--- config.mk ---
export PLATFORM = sky130hd
export DESIGN_NAME = uart_rx_sampler
export DESIGN_NICKNAME = d
export VERILOG_FILES = /design/src/rtl/uart_rx_sampler.sv
export SDC_FILE = /design/constraint.sdc
export NUM_CORES = 1
export LEC_CHECK = 0
export ABC_AREA = 1
export CORE_UTILIZATION = 30
export CTS_BUF_LIST = sky130_fd_sc_hd__clkbuf_2
export CTS_CLUSTER_DIAMETER = 40
export DETAILED_ROUTE_END_ITERATION = 8
export HOLD_SLACK_MARGIN = 0.08
export PLACE_DENSITY = 0.59
export SLEW_MARGIN = 20
export SYNTH_ARGS = -nofsm -noshare
export SYNTH_HDL_FRONTEND = slang
export SYNTH_SLANG_ARGS = --single-unit
--- constraint.sdc ---
create_clock -name clk -period 5.1 [get_ports clk]
set_clock_uncertainty 0.15 [all_clocks]
set_input_delay 1.02 -clock clk [delete_from_list [all_inputs] [get_ports clk]]
set_output_delay 1.02 -clock clk [all_outputs]
set_load 0.01 [all_outputs]
--- src/rtl/uart_rx_sampler.sv ---
// uart_rx_sampler
// ---------------
// UART receive front end. Synchronises the asynchronous serial line, runs a
// free-running 16x oversampling tick generator, and walks each frame through
// a start/data/stop state machine that samples every bit near its middle.
// A good frame updates data_out and pulses done_tick for one clock. A low
// stop bit pulses frame_err instead; the FSM then parks until the line goes
// high again, so a held-low (break) line cannot retrigger frames.
//
// Parameters:
//   CLK_FREQ  system clock frequency in Hz
//   BAUD      line rate in bits/s
//   DBIT      data bits per frame, LSB first (4..8)
//   SB_TICK   oversample ticks per stop bit (16 = 1 stop bit, 32 = 2)
//
// Ports:
//   clk        system clock, rising edge
//   reset      asynchronous, active-high
//   rx         serial line, idles high
//   data_out   last correctly framed word, held until the next good frame
//   done_tick  one-clock pulse when data_out updates
//   frame_err  one-clock pulse when the stop bit is sampled low
//   busy       high whenever the FSM is not idle

module uart_rx_sampler #(
    parameter int CLK_FREQ = 50000000,
    parameter int BAUD     = 115200,
    parameter int DBIT     = 8,
    parameter int SB_TICK  = 16
) (
    input  logic            clk,
    input  logic            reset,
    input  logic            rx,
    output logic [DBIT-1:0] data_out,
    output logic            done_tick,
    output logic            frame_err,
    output logic            busy
);

    // Divider is floored and clamped to 1 so very slow clocks still tick.
    localparam int DIV_RAW = CLK_FREQ / (BAUD * 16);
    localparam int DIV     = (DIV_RAW < 1) ? 1 : DIV_RAW;
    localparam int TW      = (DIV > 1) ? $clog2(DIV) : 1;
    localparam int S_MAX   = ((SB_TICK - 1) > 15) ? (SB_TICK - 1) : 15;
    localparam int SW      = $clog2(S_MAX + 1);
    localparam int NW      = (DBIT > 1) ? $clog2(DBIT) : 1;

    localparam logic [TW-1:0] TICK_LAST   = TW'(DIV - 1);
    localparam logic [SW-1:0] S_MID       = SW'(7);
    localparam logic [SW-1:0] S_BIT_LAST  = SW'(15);
    localparam logic [SW-1:0] S_STOP_LAST = SW'(SB_TICK - 1);
    localparam logic [NW-1:0] N_LAST      = NW'(DBIT - 1);

    typedef enum logic [2:0] {
        ST_IDLE,
        ST_START,
        ST_DATA,
        ST_STOP,
        ST_BREAK
    } state_t;

    logic [1:0]      sync_q, sync_d;
    logic [TW-1:0]   tick_cnt_q, tick_cnt_d;
    state_t          state_q, state_d;
    logic [SW-1:0]   s_q, s_d;
    logic [NW-1:0]   n_q, n_d;
    logic [DBIT-1:0] b_q, b_d;
    logic [DBIT-1:0] data_q, data_d;
    logic            done_q, done_d;
    logic            ferr_q, ferr_d;

    logic rx_s;
    logic s_tick;

    // sync_q[1] is the metastability-safe copy of rx used for every decision.
    assign rx_s   = sync_q[1];
    assign s_tick = (tick_cnt_q == TICK_LAST);

    // Synchroniser shift and free-running tick counter; the FSM never
    // restarts the counter, so the first tick after a start edge can land
    // anywhere within one tick period.
    always_comb begin
        sync_d     = {sync_q[0], rx};
        tick_cnt_d = s_tick ? '0 : tick_cnt_q + 1'b1;
    end

    // Frame state machine. Pulses default low so each lasts exactly one clock.
    always_comb begin
        state_d = state_q;
        s_d     = s_q;
        n_d     = n_q;
        b_d     = b_q;
        data_d  = data_q;
        done_d  = 1'b0;
        ferr_d  = 1'b0;

        case (state_q)
            ST_IDLE: begin
                if (!rx_s) begin
                    state_d = ST_START;
                    s_d     = '0;
                end
            end

            // Half a bit into the start bit: a line that is high again was a
            // glitch and is dropped silently.
            ST_START: begin
                if (s_tick) begin
                    if (s_q == S_MID) begin
                        if (!rx_s) begin
                            state_d = ST_DATA;
                            s_d     = '0;
                            n_d     = '0;
                        end else begin
                            state_d = ST_IDLE;
                        end
                    end else begin
                        s_d = s_q + 1'b1;
                    end
                end
            end

            // Bits arrive LSB first, so shift in from the top.
            ST_DATA: begin
                if (s_tick) begin
                    if (s_q == S_BIT_LAST) begin
                        s_d = '0;
                        b_d = {rx_s, b_q[DBIT-1:1]};
                        if (n_q == N_LAST) begin
                            state_d = ST_STOP;
                        end else begin
                            n_d = n_q + 1'b1;
                        end
                    end else begin
                        s_d = s_q + 1'b1;
                    end
                end
            end

            ST_STOP: begin
                if (s_tick) begin
                    if (s_q == S_STOP_LAST) begin
                        if (rx_s) begin
                            state_d = ST_IDLE;
                            data_d  = b_q;
                            done_d  = 1'b1;
                        end else begin
                            state_d = ST_BREAK;
                            ferr_d  = 1'b1;
                        end
                    end else begin
                        s_d = s_q + 1'b1;
                    end
                end
            end

            ST_BREAK: begin
                if (rx_s) begin
                    state_d = ST_IDLE;
                end
            end

            default: begin
                state_d = ST_IDLE;
            end
        endcase
    end

    // State register; the synchroniser resets to the idle line level so no
    // false start is seen coming out of reset.
    always_ff @(posedge clk or posedge reset) begin
        if (reset) begin
            sync_q     <= 2'b11;
            tick_cnt_q <= '0;
            state_q    <= ST_IDLE;
            s_q        <= '0;
            n_q        <= '0;
            b_q        <= '0;
            data_q     <= '0;
            done_q     <= 1'b0;
            ferr_q     <= 1'b0;
        end else begin
            sync_q     <= sync_d;
            tick_cnt_q <= tick_cnt_d;
            state_q    <= state_d;
            s_q        <= s_d;
            n_q        <= n_d;
            b_q        <= b_d;
            data_q     <= data_d;
            done_q     <= done_d;
            ferr_q     <= ferr_d;
        end
    end

    assign data_out  = data_q;
    assign done_tick = done_q;
    assign frame_err = ferr_q;
    assign busy      = (state_q != ST_IDLE);

endmodule

## Word level (Yosys, flattened, before mapping)

Index checks and enable logic that the tools add are counted.

- Register bits: 35
- Input port bits: 3
- Output and inout bits: 11
- Word-level logic and storage cells: 77

- $add $sub $neg: 3
- Equal/unequal tests: 20
- Multiplexer cells: 36
- Reduce and logical (&&, ||, !) cells: 9

Operator list:

| operator | count |
|---|---|
| $mux W3 | 16 |
| $mux W4 | 7 |
| $ne A2 B2 Y1 const B | 12 |
| $pmux W4 S4 | 1 |
| $pmux W3 S5 | 1 |
| $reduce_and A9 Y1 | 1 |
| $mux W1 | 8 |
| $reduce_and A7 Y1 | 1 |
| $eq A3 B2 Y1 const B | 2 |
| $eq A3 B3 Y1 const B | 2 |
| $pmux W3 S2 | 1 |
| $add A5 B1 Y5 const B | 1 |
| $eq A5 B5 Y1 const B | 1 |
| $mux W5 | 1 |
| $reduce_and A5 Y1 | 1 |
| $add A4 B1 Y4 const B | 1 |
| $eq A4 B3 Y1 const B | 1 |
| $eq A4 B4 Y1 const B | 1 |
| $reduce_and A4 Y1 | 1 |
| $reduce_bool A4 Y1 | 1 |
| $add A3 B1 Y3 const B | 1 |
| $eq A3 B1 Y1 const B | 1 |
| $logic_not A3 Y1 | 1 |
| $reduce_and A3 Y1 | 1 |
| other kinds (3) | 3 |

## Longest topological paths before layout

Gate-level depths: netlist (run 1).

- Word-level depth: 5
- Mapped depth: 10
- Mapped depth without buffers: 10

## Worst setup path after synthesis (run 1)

No wires, ideal clock.

- Path kind: reg2out
- Start point: reg state_q[0]
- End point: out busy
- Arrival: 725 ps
- Required time: 3930 ps
- Path slack: 3205 ps
- Stages on the path, launching flop included: 3
- Buffers on the path: 0
- Cells stage by stage: dfrtp_1 -> nor2_1 -> nand2_1

- Cells in the longest elaborated chain, start to end: 1

Ends and longest elaborated chain:

| what | line | RTL |
|---|---|---|
| start: declaration | 64 | `state_t state_q, state_d;` |
| start signal: assignment | 185 | `state_q <= state_d;` |
| $reduce_bool A3 Y1 | 198 | `assign busy = (state_q != ST_IDLE);` |
| end: declaration | 37 | `output logic busy` |

Every way passes these cells.

## Worst setup path in the final report (run 1)

Ends and elaborated chain as after synthesis.

==> impl_metrics.py, run 1 <==
metrics = {
    "critical_path": {
        "cp_max_fo": 7,
        "crit_chain": "nor2_1 > nand2_1 > clkdlybuf4s50_1",
        "r2r_start": "tick_cnt_q[0]",
        "slowest_stage": "dfrtp_1",
        "end_kind": "output port",
        "critPathBufInv": 1,
        "cpPeakStageDelay_ns": 0.52,
        "required_ns": 3.93,
        "arrival_ns": 1.68,
        "crit_family": "flip-flops",
        "crit_type": "register to output port",
        "start_kind": "register",
        "cp-startpoint": "state_q[0]",
    },
    "finish": {
        "finish.utilization": 0.360,
        "register_area_um2": 878,
        "n_fill_cell": 608,
        "final_layout_size_suffix_gt1_frac": 0.184,
        "area_growth_pct": 14.1,
        "diodes": 0,
        "multiInputGateArea_um2": 791,
        "nNetsFinal": 224,
    },
    "global_route": {
        "grt_pass1_wl_mm": 5.84,
        "grt_antenna_before_repair": 0,
        "overflow": 0,
        "grt_max_degree": 36,
        "grt_usage": 0.118,
        "grt_pass1_vias": 1273,
    },
    "pwr": {
        "power_density_mw_per_mm2": 204,
        "leakage_nw": 0.925,
        "ir_drop_uv": 103,
    },
    "logic_synthesis": {
        "synth_seq_area_share": 0.497,
        "synth_seq_cells": 35,
        "synthMuxAreaShare": 0,
        "synth_compound_area_frac": 0.0821,
        "synth_xor_xnor_area_share": 0.0198,
        "syn-num-nets": 205,
        "netlist_area_mm2": 0.00177,
        "synthSimpleGateAreaFrac": 0.310,
        "ys_types": 27,
        "yosysWarnings": 0,
        "yosys.area_share.adder": 0.0354,
        "synth_top_family_by_area": "simple AND/OR/NAND/NOR gates",
        "synth_area_per_cell_um2": 8.97,
        "synthCells": 197,
    },
    "floorplanning": {
        "start_util": 0.315,
        "die_y_um": 78.8,
        "coreArea_mm2": 0.00561,
        "dieArea_mm2": 0.00620,
        "num_rows": 27,
        "die_w_um": 78.8,
        "ios": 14,
    },
    "routing": {
        "drcViolationCount": 0,
        "wire_per_inst_um": 10.7,
        "postRouteAntennaNets": 0,
        "dr.pass1.iters": 4,
        "dr.first_iter.drc_count": 64,
        "via_per_inst": 4.46,
        "wirelength_mm": 3.10,
        "num_vias": 1290,
    },
    "timing": {
        "finalHoldViolCount": 0,
        "relSlewSlack": 0.704,
        "worst_slew_pin_slew_ns": 0.445,
        "fmaxAchievable_ghz": 0.351,
        "setup_viol": 0,
        "tns_ns": 0,
        "slew_viol_final": 0,
        "fin_crit_ns": 2.85,
        "period_share": 0.558,
        "rsz0062_at_grt": "false",
    },
    "clock_network": {
        "cts_setup_buffers": 0,
        "root_buffer": "clkbuf_2",
        "htreeDepth": 2,
        "cts.sinks": 35,
        "postCtsResizedCells": 0,
        "numCtsBuffers": 5,
        "clockBufferDepth": 2,
        "cts_hold_buf": 0,
        "cts_tree": "built",
        "clkLatencyLatePin_ns": 0.37,
        "path_clk_slew_ns": 0.17,
    },
    "job": {
        "drv_cap": 0,
    },
    "placement": {
        "place.gp.congestion": 0.804,
        "port_buffers": 13,
        "place_hpwl_mm": 2.21,
    },
    "hold_path": {
        "hold_path.class": "register to register",
        "hp-start": "sync_q[0]",
    },
    "outcome": {
        "status": "complete, no violations",
    },
}
## state kept, by name (all words and copies together), names as in the netlist, 2 cells and up
| register | cells |
|---|---|
| b_q | 8 |
| data_out | 8 |
| n_q | 3 |
| s_q | 4 |
| state_q | 3 |
| sync_q | 2 |
| tick_cnt_q | 5 |
## cell usage after synthesis, drive strengths merged
| cell type | number | area share |
|---|---|---|
| nand2 | 60 | 0.14 |
| dfrtp | 33 | 0.47 |
| nor2 | 25 | 0.084 |
| inv | 22 | 0.047 |
| nand3 | 19 | 0.062 |
| o21ai | 19 | 0.069 |
| ha | 5 | 0.035 |
| xor2 | 3 | 0.015 |
| buf | 2 | 0.0092 |
| dfstp | 2 | 0.030 |
| nand4 | 2 | 0.016 |
| nor3 | 2 | 0.0085 |
| a21oi | 1 | 0.0092 |
| o211ai | 1 | 0.0042 |
| xnor2 | 1 | 0.0050 |
## layer usage
metal / vias up / global-route usage / routed length (um)
li1: 663 / - / -
met1: 599 / 0.159 / 1550
met2: 26 / 0.185 / 1390
met3: 2 / 0.0379 / 141
met4: 0 / 0.0278 / 8
met5: - / 0 / 0
## per-stage QoR
| stage | instances | setup slack [ns] | power (W) | hold slack [ns] | cell area, um2 |
|---|---|---|---|---|---|
| floorplan | 197 | 3.16 | 0.000290 | 0.195 | 1770 |
| global placement | 281 | 2.75 | 0.000295 | 0.198 | 1980 |
| detailed placement | 281 | 2.67 | 0.000295 | 0.199 | 1980 |
| CTS | 289 | 2.22 | 0.000420 | 0.222 | 2020 |
| global route | 289 | 2.13 | 0.000432 | 0.230 | 2020 |
| finish | 289 | 2.25 | 0.000411 | 0.220 | 2020 |
## cells by family after synthesis
family                   after synthesis
flip-flops                            35
AO/OA/AOI/OAI                         21
adder cells (fa/ha/maj)                5
AND/OR/NAND/NOR                      108
XOR/XNOR                               4
buffers and inverters                 24
## layout make-up
cell class                      instances  area share
Inverter                               22      0.0409
Clock buffer                            6      0.0149
Sequential cell                        35       0.435
Multi-Input combinational cell        138       0.392
Timing Repair Buffer                   14      0.0682
Clock inverter                          2     0.00372
Tap cell                               72      0.0447
## report_power, final
group	switching (W)	leakage, nW	internal, W
combinational	0.00000642	0.440	0.00000219
clock	0.0000892	0.0281	0.0000331
sequential	0.00000127	0.457	0.000279
## path summary, 6_finish.rpt
kind                            slack (ns)  cells after the start         end
worst max-delay path                  2.25                      3        busy
worst min-delay path                  0.22                      0   sync_q[1]
worst max register to register        3.23                      9      n_q[2]
worst min register to register        0.22                      0   sync_q[1]
max in group asynchronous             3.59                      3   sync_q[1]
min in group asynchronous             0.87                      3  state_q[2]
## cells in the final DEF (no fill, tap or decap), drive strengths merged
cell type	Yosys	layout
xor2	3	3
clkdlybuf4s50	0	13
inv	22	22
dfstp	2	2
nor2	25	25
nor3	2	2
a21oi	1	1
nand3	19	19
nand4	2	2
nand2	60	60
o21ai	19	19
clkinv	0	2
xnor2	1	1
ha	5	5
clkbuf	0	6
o211ai	1	1
buf	2	1
dfrtp	33	33
No activity file was read; power rests on OpenSTA's default activity.
==> run 2: changes to the inputs <==
==> constraint.sdc (replaced) <==
create_clock -name clk -period 2.9 [get_ports clk]
set_clock_uncertainty 0.15 [all_clocks]
set_input_delay 0.58 -clock clk [delete_from_list [all_inputs] [get_ports clk]]
set_output_delay 0.58 -clock clk [all_outputs]
set_load 0.01 [all_outputs]
==> impl_metrics.py, run 2 (synthesis results as in run 1) <==
metrics = {
    "floorplanning": {
        "coreArea_mm2": 0.00561,
        "num_rows": 27,
        "start_util": 0.315,
        "dieArea_mm2": 0.00620,
        "die_w_um": 78.8,
        "die_y_um": 78.8,
        "ios": 14,
    },
    "critical_path": {
        "r2r_start": "tick_cnt_q[0]",
        "slowest_stage": "dfrtp_1",
        "timing.rr.end": "n_q[2]",
        "crit_family": "flip-flops",
        "r2r_cells": 9,
        "cp_max_fo": 7,
        "required_ns": 2.17,
        "start_kind": "register",
        "cpPeakStageDelay_ns": 0.52,
        "end_kind": "output port",
        "crit_chain": "nor2_1 > nand2_1 > clkdlybuf4s50_1",
        "arrival_ns": 1.66,
        "ff2ff_setup_slack_ns": 1.06,
        "critPathBufInv": 1,
        "crit_type": "register to output port",
        "cp-startpoint": "state_q[0]",
    },
    "placement": {
        "port_buffers": 13,
        "place_area_mm2": 0.00198,
        "place_hpwl_mm": 2.18,
        "place.gp.congestion": 0.852,
    },
    "routing": {
        "dr.pass1.iters": 4,
        "drcViolationCount": 0,
        "num_vias": 1256,
        "via_per_inst": 4.35,
        "dr.first_iter.drc_count": 81,
        "postRouteAntennaNets": 0,
        "wire_per_inst_um": 10.3,
        "wirelength_mm": 2.99,
    },
    "hold_path": {
        "hp-start": "sync_q[0]",
        "min_path_cells": 0,
        "whs_endpoint": "sync_q[1]",
        "hold_path.class": "register to register",
    },
    "finish": {
        "nNetsFinal": 224,
        "final_layout_size_suffix_gt1_frac": 0.194,
        "mostFrequentLayoutCells": "55 x nand2_1, 33 x dfrtp_1, 17 x inv_1, 17 x nor2_1, 16 x nand3_1",
        "final_area_mm2": 0.00202,
        "register_area_um2": 878,
        "area_growth_pct": 14.2,
        "diodes": 0,
        "n_fill_cell": 599,
        "multiInputGateArea_um2": 791,
        "final_common_cell": "nand2_1",
    },
    "clock_network": {
        "postCtsResizedCells": 0,
        "cts_hold_buf": 0,
        "cts_tree": "built",
        "clockBufferDepth": 2,
        "path_clk_slew_ns": 0.18,
        "clkLatencyLatePin_ns": 0.38,
        "numCtsBuffers": 5,
        "htreeDepth": 2,
        "cts_setup_buffers": 0,
        "root_buffer": "clkbuf_2",
        "cts.sinks": 35,
    },
    "global_route": {
        "grt_usage": 0.119,
        "grt_pass1_wl_mm": 5.71,
        "grt_antenna_before_repair": 0,
        "grt_max_degree": 36,
        "grt_pass1_vias": 1299,
        "overflow": 0,
    },
    "pwr": {
        "ir_drop_uv": 229,
        "power_density_mw_per_mm2": 361,
        "p_int_w": 0.000550,
        "pwr-share-comb": 0.021,
        "seq_power_share": 0.676,
        "switchingPower_w": 0.000179,
        "power_frac_clock": 0.303,
        "leakage_nw": 0.930,
        "switching_share": 0.246,
    },
    "timing": {
        "relSlewSlack": 0.705,
        "finalHoldViolCount": 0,
        "fin_crit_ns": 2.39,
        "fmaxAchievable_ghz": 0.418,
        "rsz0062_at_grt": "false",
        "slew_viol_final": 0,
        "setup_viol": 0,
        "period_share": 0.825,
        "tns_ns": 0,
        "worst_slew_pin_slew_ns": 0.443,
    },
    "outcome": {
        "status": "complete, no violations",
    },
    "job": {
        "drv_cap": 0,
    },
}
[run 2: changes by cell type in the layout (fill, tap and decap cells not counted), sizes merged]
| cell | change |
|---|---|
| clkbuf | -1 |
| clkinv | +1 |
[run 2: worst max path at each step]
stage             end  slack, ns  cells after the start
2_1_floorplan  n_q[0]       1.25                      9
3_3_place_gp     busy       0.99                      3
3_5_place_dp     busy       0.94                      3
4_1_cts          busy       0.47                      3
5_1_grt          busy       0.33                      3
6_report         busy       0.51                      3
[run 2: cell type report]
class                      instances  share of cell area
inverter                          22              0.0409
clock buffer                       5              0.0124
sequential                        35               0.435
timing repair buffer              14              0.0682
multi-input combinational        138               0.392
tap                               72              0.0446
clock inverter                     3             0.00743
[run 2: metrics by stage]
stage | instances | util | hold slack, ns | setup WS [ns] | power (W)
finish | 289 | 0.360 | 0.224 | 0.507 | 0.000730
global route | 289 | 0.360 | 0.233 | 0.326 | 0.000763
CTS | 289 | 0.360 | 0.228 | 0.471 | 0.000744
detailed placement | 281 | 0.353 | 0.205 | 0.939 | 0.000518
global placement | 281 | 0.353 | 0.196 | 0.989 | 0.000518
floorplan | 197 | - | 0.195 | 1.25 | 0.000510
[run 2: power by group through the flow]
stage	Clock, W	Sequential (W)	Combinational, W
finish	0.000221	0.000493	0.0000152
global route	0.000250	0.000494	0.0000184
CTS	0.000235	0.000494	0.0000162
detailed placement	0	0.000502	0.0000163
global placement	0	0.000502	0.0000162
floorplan	0	0.000501	0.00000879
[run 2: layer usage]
metal	track usage	vias up	routed length, um
met4	0.0556	0	38
met5	0	-	0
met2	0.183	28	1290
li1	-	666	-
met1	0.157	556	1540
met3	0.0276	6	119
==> run 3: changes to the inputs <==
==> constraint.sdc (replaced) <==
create_clock -name clk -period 2.4 [get_ports clk]
set_clock_uncertainty 0.15 [all_clocks]
set_input_delay 0.48 -clock clk [delete_from_list [all_inputs] [get_ports clk]]
set_output_delay 0.48 -clock clk [all_outputs]
set_load 0.01 [all_outputs]
==> impl_metrics.py, run 3 (synthesis results as in run 1) <==
metrics = {
    "routing": {
        "postRouteAntennaNets": 0,
        "wirelength_mm": 3.11,
        "dr.first_iter.drc_count": 100,
        "via_per_inst": 4.47,
        "dr.pass1.iters": 5,
        "wire_per_inst_um": 10.8,
        "drcViolationCount": 0,
        "num_vias": 1286,
    },
    "clock_network": {
        "cts_setup_buffers": 0,
        "cts_tree": "built",
        "htreeDepth": 2,
        "postCtsResizedCells": 0,
        "root_buffer": "clkbuf_2",
        "cts.sinks": 35,
        "clkLatencyLatePin_ns": 0.36,
        "numCtsBuffers": 5,
        "clockBufferDepth": 2,
        "path_clk_slew_ns": 0.17,
        "cts_hold_buf": 0,
    },
    "pwr": {
        "power_density_mw_per_mm2": 429,
        "leakage_nw": 0.923,
        "ir_drop_uv": 370,
    },
    "placement": {
        "port_buffers": 13,
        "place_hpwl_mm": 2.20,
        "pre_cts_ws_ns": 0.532,
        "dp_cells": 281,
        "place.gp.congestion": 0.837,
        "place_area_mm2": 0.00198,
    },
    "finish": {
        "diodes": 0,
        "mostFrequentLayoutCells": "55 x nand2_1, 32 x dfrtp_1, 17 x inv_1, 16 x nor2_1, 16 x nand3_1",
        "nNetsFinal": 224,
        "final_area_mm2": 0.00202,
        "final_common_cell": "nand2_1",
        "fin_cells": 288,
        "n_fill_cell": 596,
        "area_growth_pct": 14.1,
        "finish.utilization": 0.360,
        "final_layout_size_suffix_gt1_frac": 0.194,
    },
    "timing": {
        "relSlewSlack": 0.705,
        "worst_slew_pin_slew_ns": 0.443,
        "period_share": 0.917,
        "setup_viol": 0,
        "fmaxAchievable_ghz": 0.454,
        "rsz0062_at_grt": "false",
        "fin_ws_ns": 0.200,
        "tns_ns": 0,
        "slew_viol_final": 0,
        "finalHoldViolCount": 0,
        "fin_crit_ns": 2.20,
    },
    "global_route": {
        "grt_use_met2": 0.177,
        "met3_usage": 0.0391,
        "grt_max_degree": 36,
        "overflow": 0,
        "gr-usage-met1": 0.158,
        "grt_pass1_vias": 1239,
        "grt_usage": 0.118,
        "top_usage_layer": "met2",
        "grt_antenna_before_repair": 0,
        "grt_pass1_wl_mm": 5.69,
    },
    "floorplanning": {
        "num_rows": 27,
        "die_y_um": 78.8,
        "die_w_um": 78.8,
        "ios": 14,
        "dieArea_mm2": 0.00620,
        "start_util": 0.315,
        "coreArea_mm2": 0.00561,
    },
    "critical_path": {
        "crit_type": "register to output port",
        "arrival_ns": 1.57,
        "required_ns": 1.77,
        "crit_chain": "nor2_2 > nand2_1 > clkdlybuf4s50_1",
        "cpPeakStageDelay_ns": 0.49,
        "crit_family": "flip-flops",
        "cp_max_fo": 4,
        "end_kind": "output port",
        "critPathBufInv": 1,
        "slowest_stage": "dfrtp_1",
        "start_kind": "register",
    },
    "outcome": {
        "status": "complete, no violations",
    },
    "job": {
        "drv_cap": 0,
    },
    "hold_path": {
        "hold_path.class": "register to register",
    },
}
==> run 3: cell types whose count changed in the layout (fill, tap and decap cells not counted), sizes merged <==
cell,delta
clkinv,-1
==> run 3: worst reg2reg max path, cell delays in order, from the launching register on <==
cell,delay (ns)
dfrtp_1,0.45
inv_1,0.07
ha_1,0.16
nand2_1,0.13
nor2_8,0.25
nand2_4,0.11
a21oi_4,0.18
nand3_1,0.14
nand2_1,0.09
nand2_1,0.04
==> run 3: where the power goes <==
part / internal, W / switching [W]
logic: 0.00000465 / 0.0000136
registers: 0.000593 / 0.00000263
clock network: 0.0000617 / 0.000190
==> run 3: routing by layer <==
metal	share of wire	vias up
met4	0.015	0
met1	0.51	592
met3	0.049	6
met5	0	-
li1	-	662
met2	0.43	26
==> run 3: cell type report <==
| class | count | area (um2) | area share |
|---|---|---|---|
| Multi-Input combinational cell | 138 | 793 | 0.393 |
| Tap cell | 72 | 90.1 | 0.0447 |
| Sequential cell | 35 | 880 | 0.436 |
| Timing Repair Buffer | 14 | 138 | 0.0682 |
| Clock buffer | 5 | 25.0 | 0.0124 |
| Clock inverter | 2 | 8.76 | 0.00434 |
| Inverter | 22 | 82.6 | 0.0409 |
==> run 3: final timing paths <==
check,cells past startpoint,from,slack [ns],endpoint
hold / removal,0,sync_q[0],0.22,sync_q[1]
setup reg to reg,9,tick_cnt_q[0],0.54,n_q[1]
hold reg to reg,0,sync_q[0],0.22,sync_q[1]
max in group asynchronous,3,reset,1.41,sync_q[1]
setup / recovery,3,state_q[1],0.20,busy
min in group asynchronous,3,reset,0.33,b_q[5]
==> run 3: stage by stage <==
step / total power, W / hold slack (ns)
4_1_cts: 0.000882 / 0.219
3_3_place_gp: 0.000627 / 0.197
3_5_place_dp: 0.000626 / 0.199
2_1_floorplan: 0.000616 / 0.195
6_report: 0.000865 / 0.218
5_1_grt: 0.000903 / 0.228
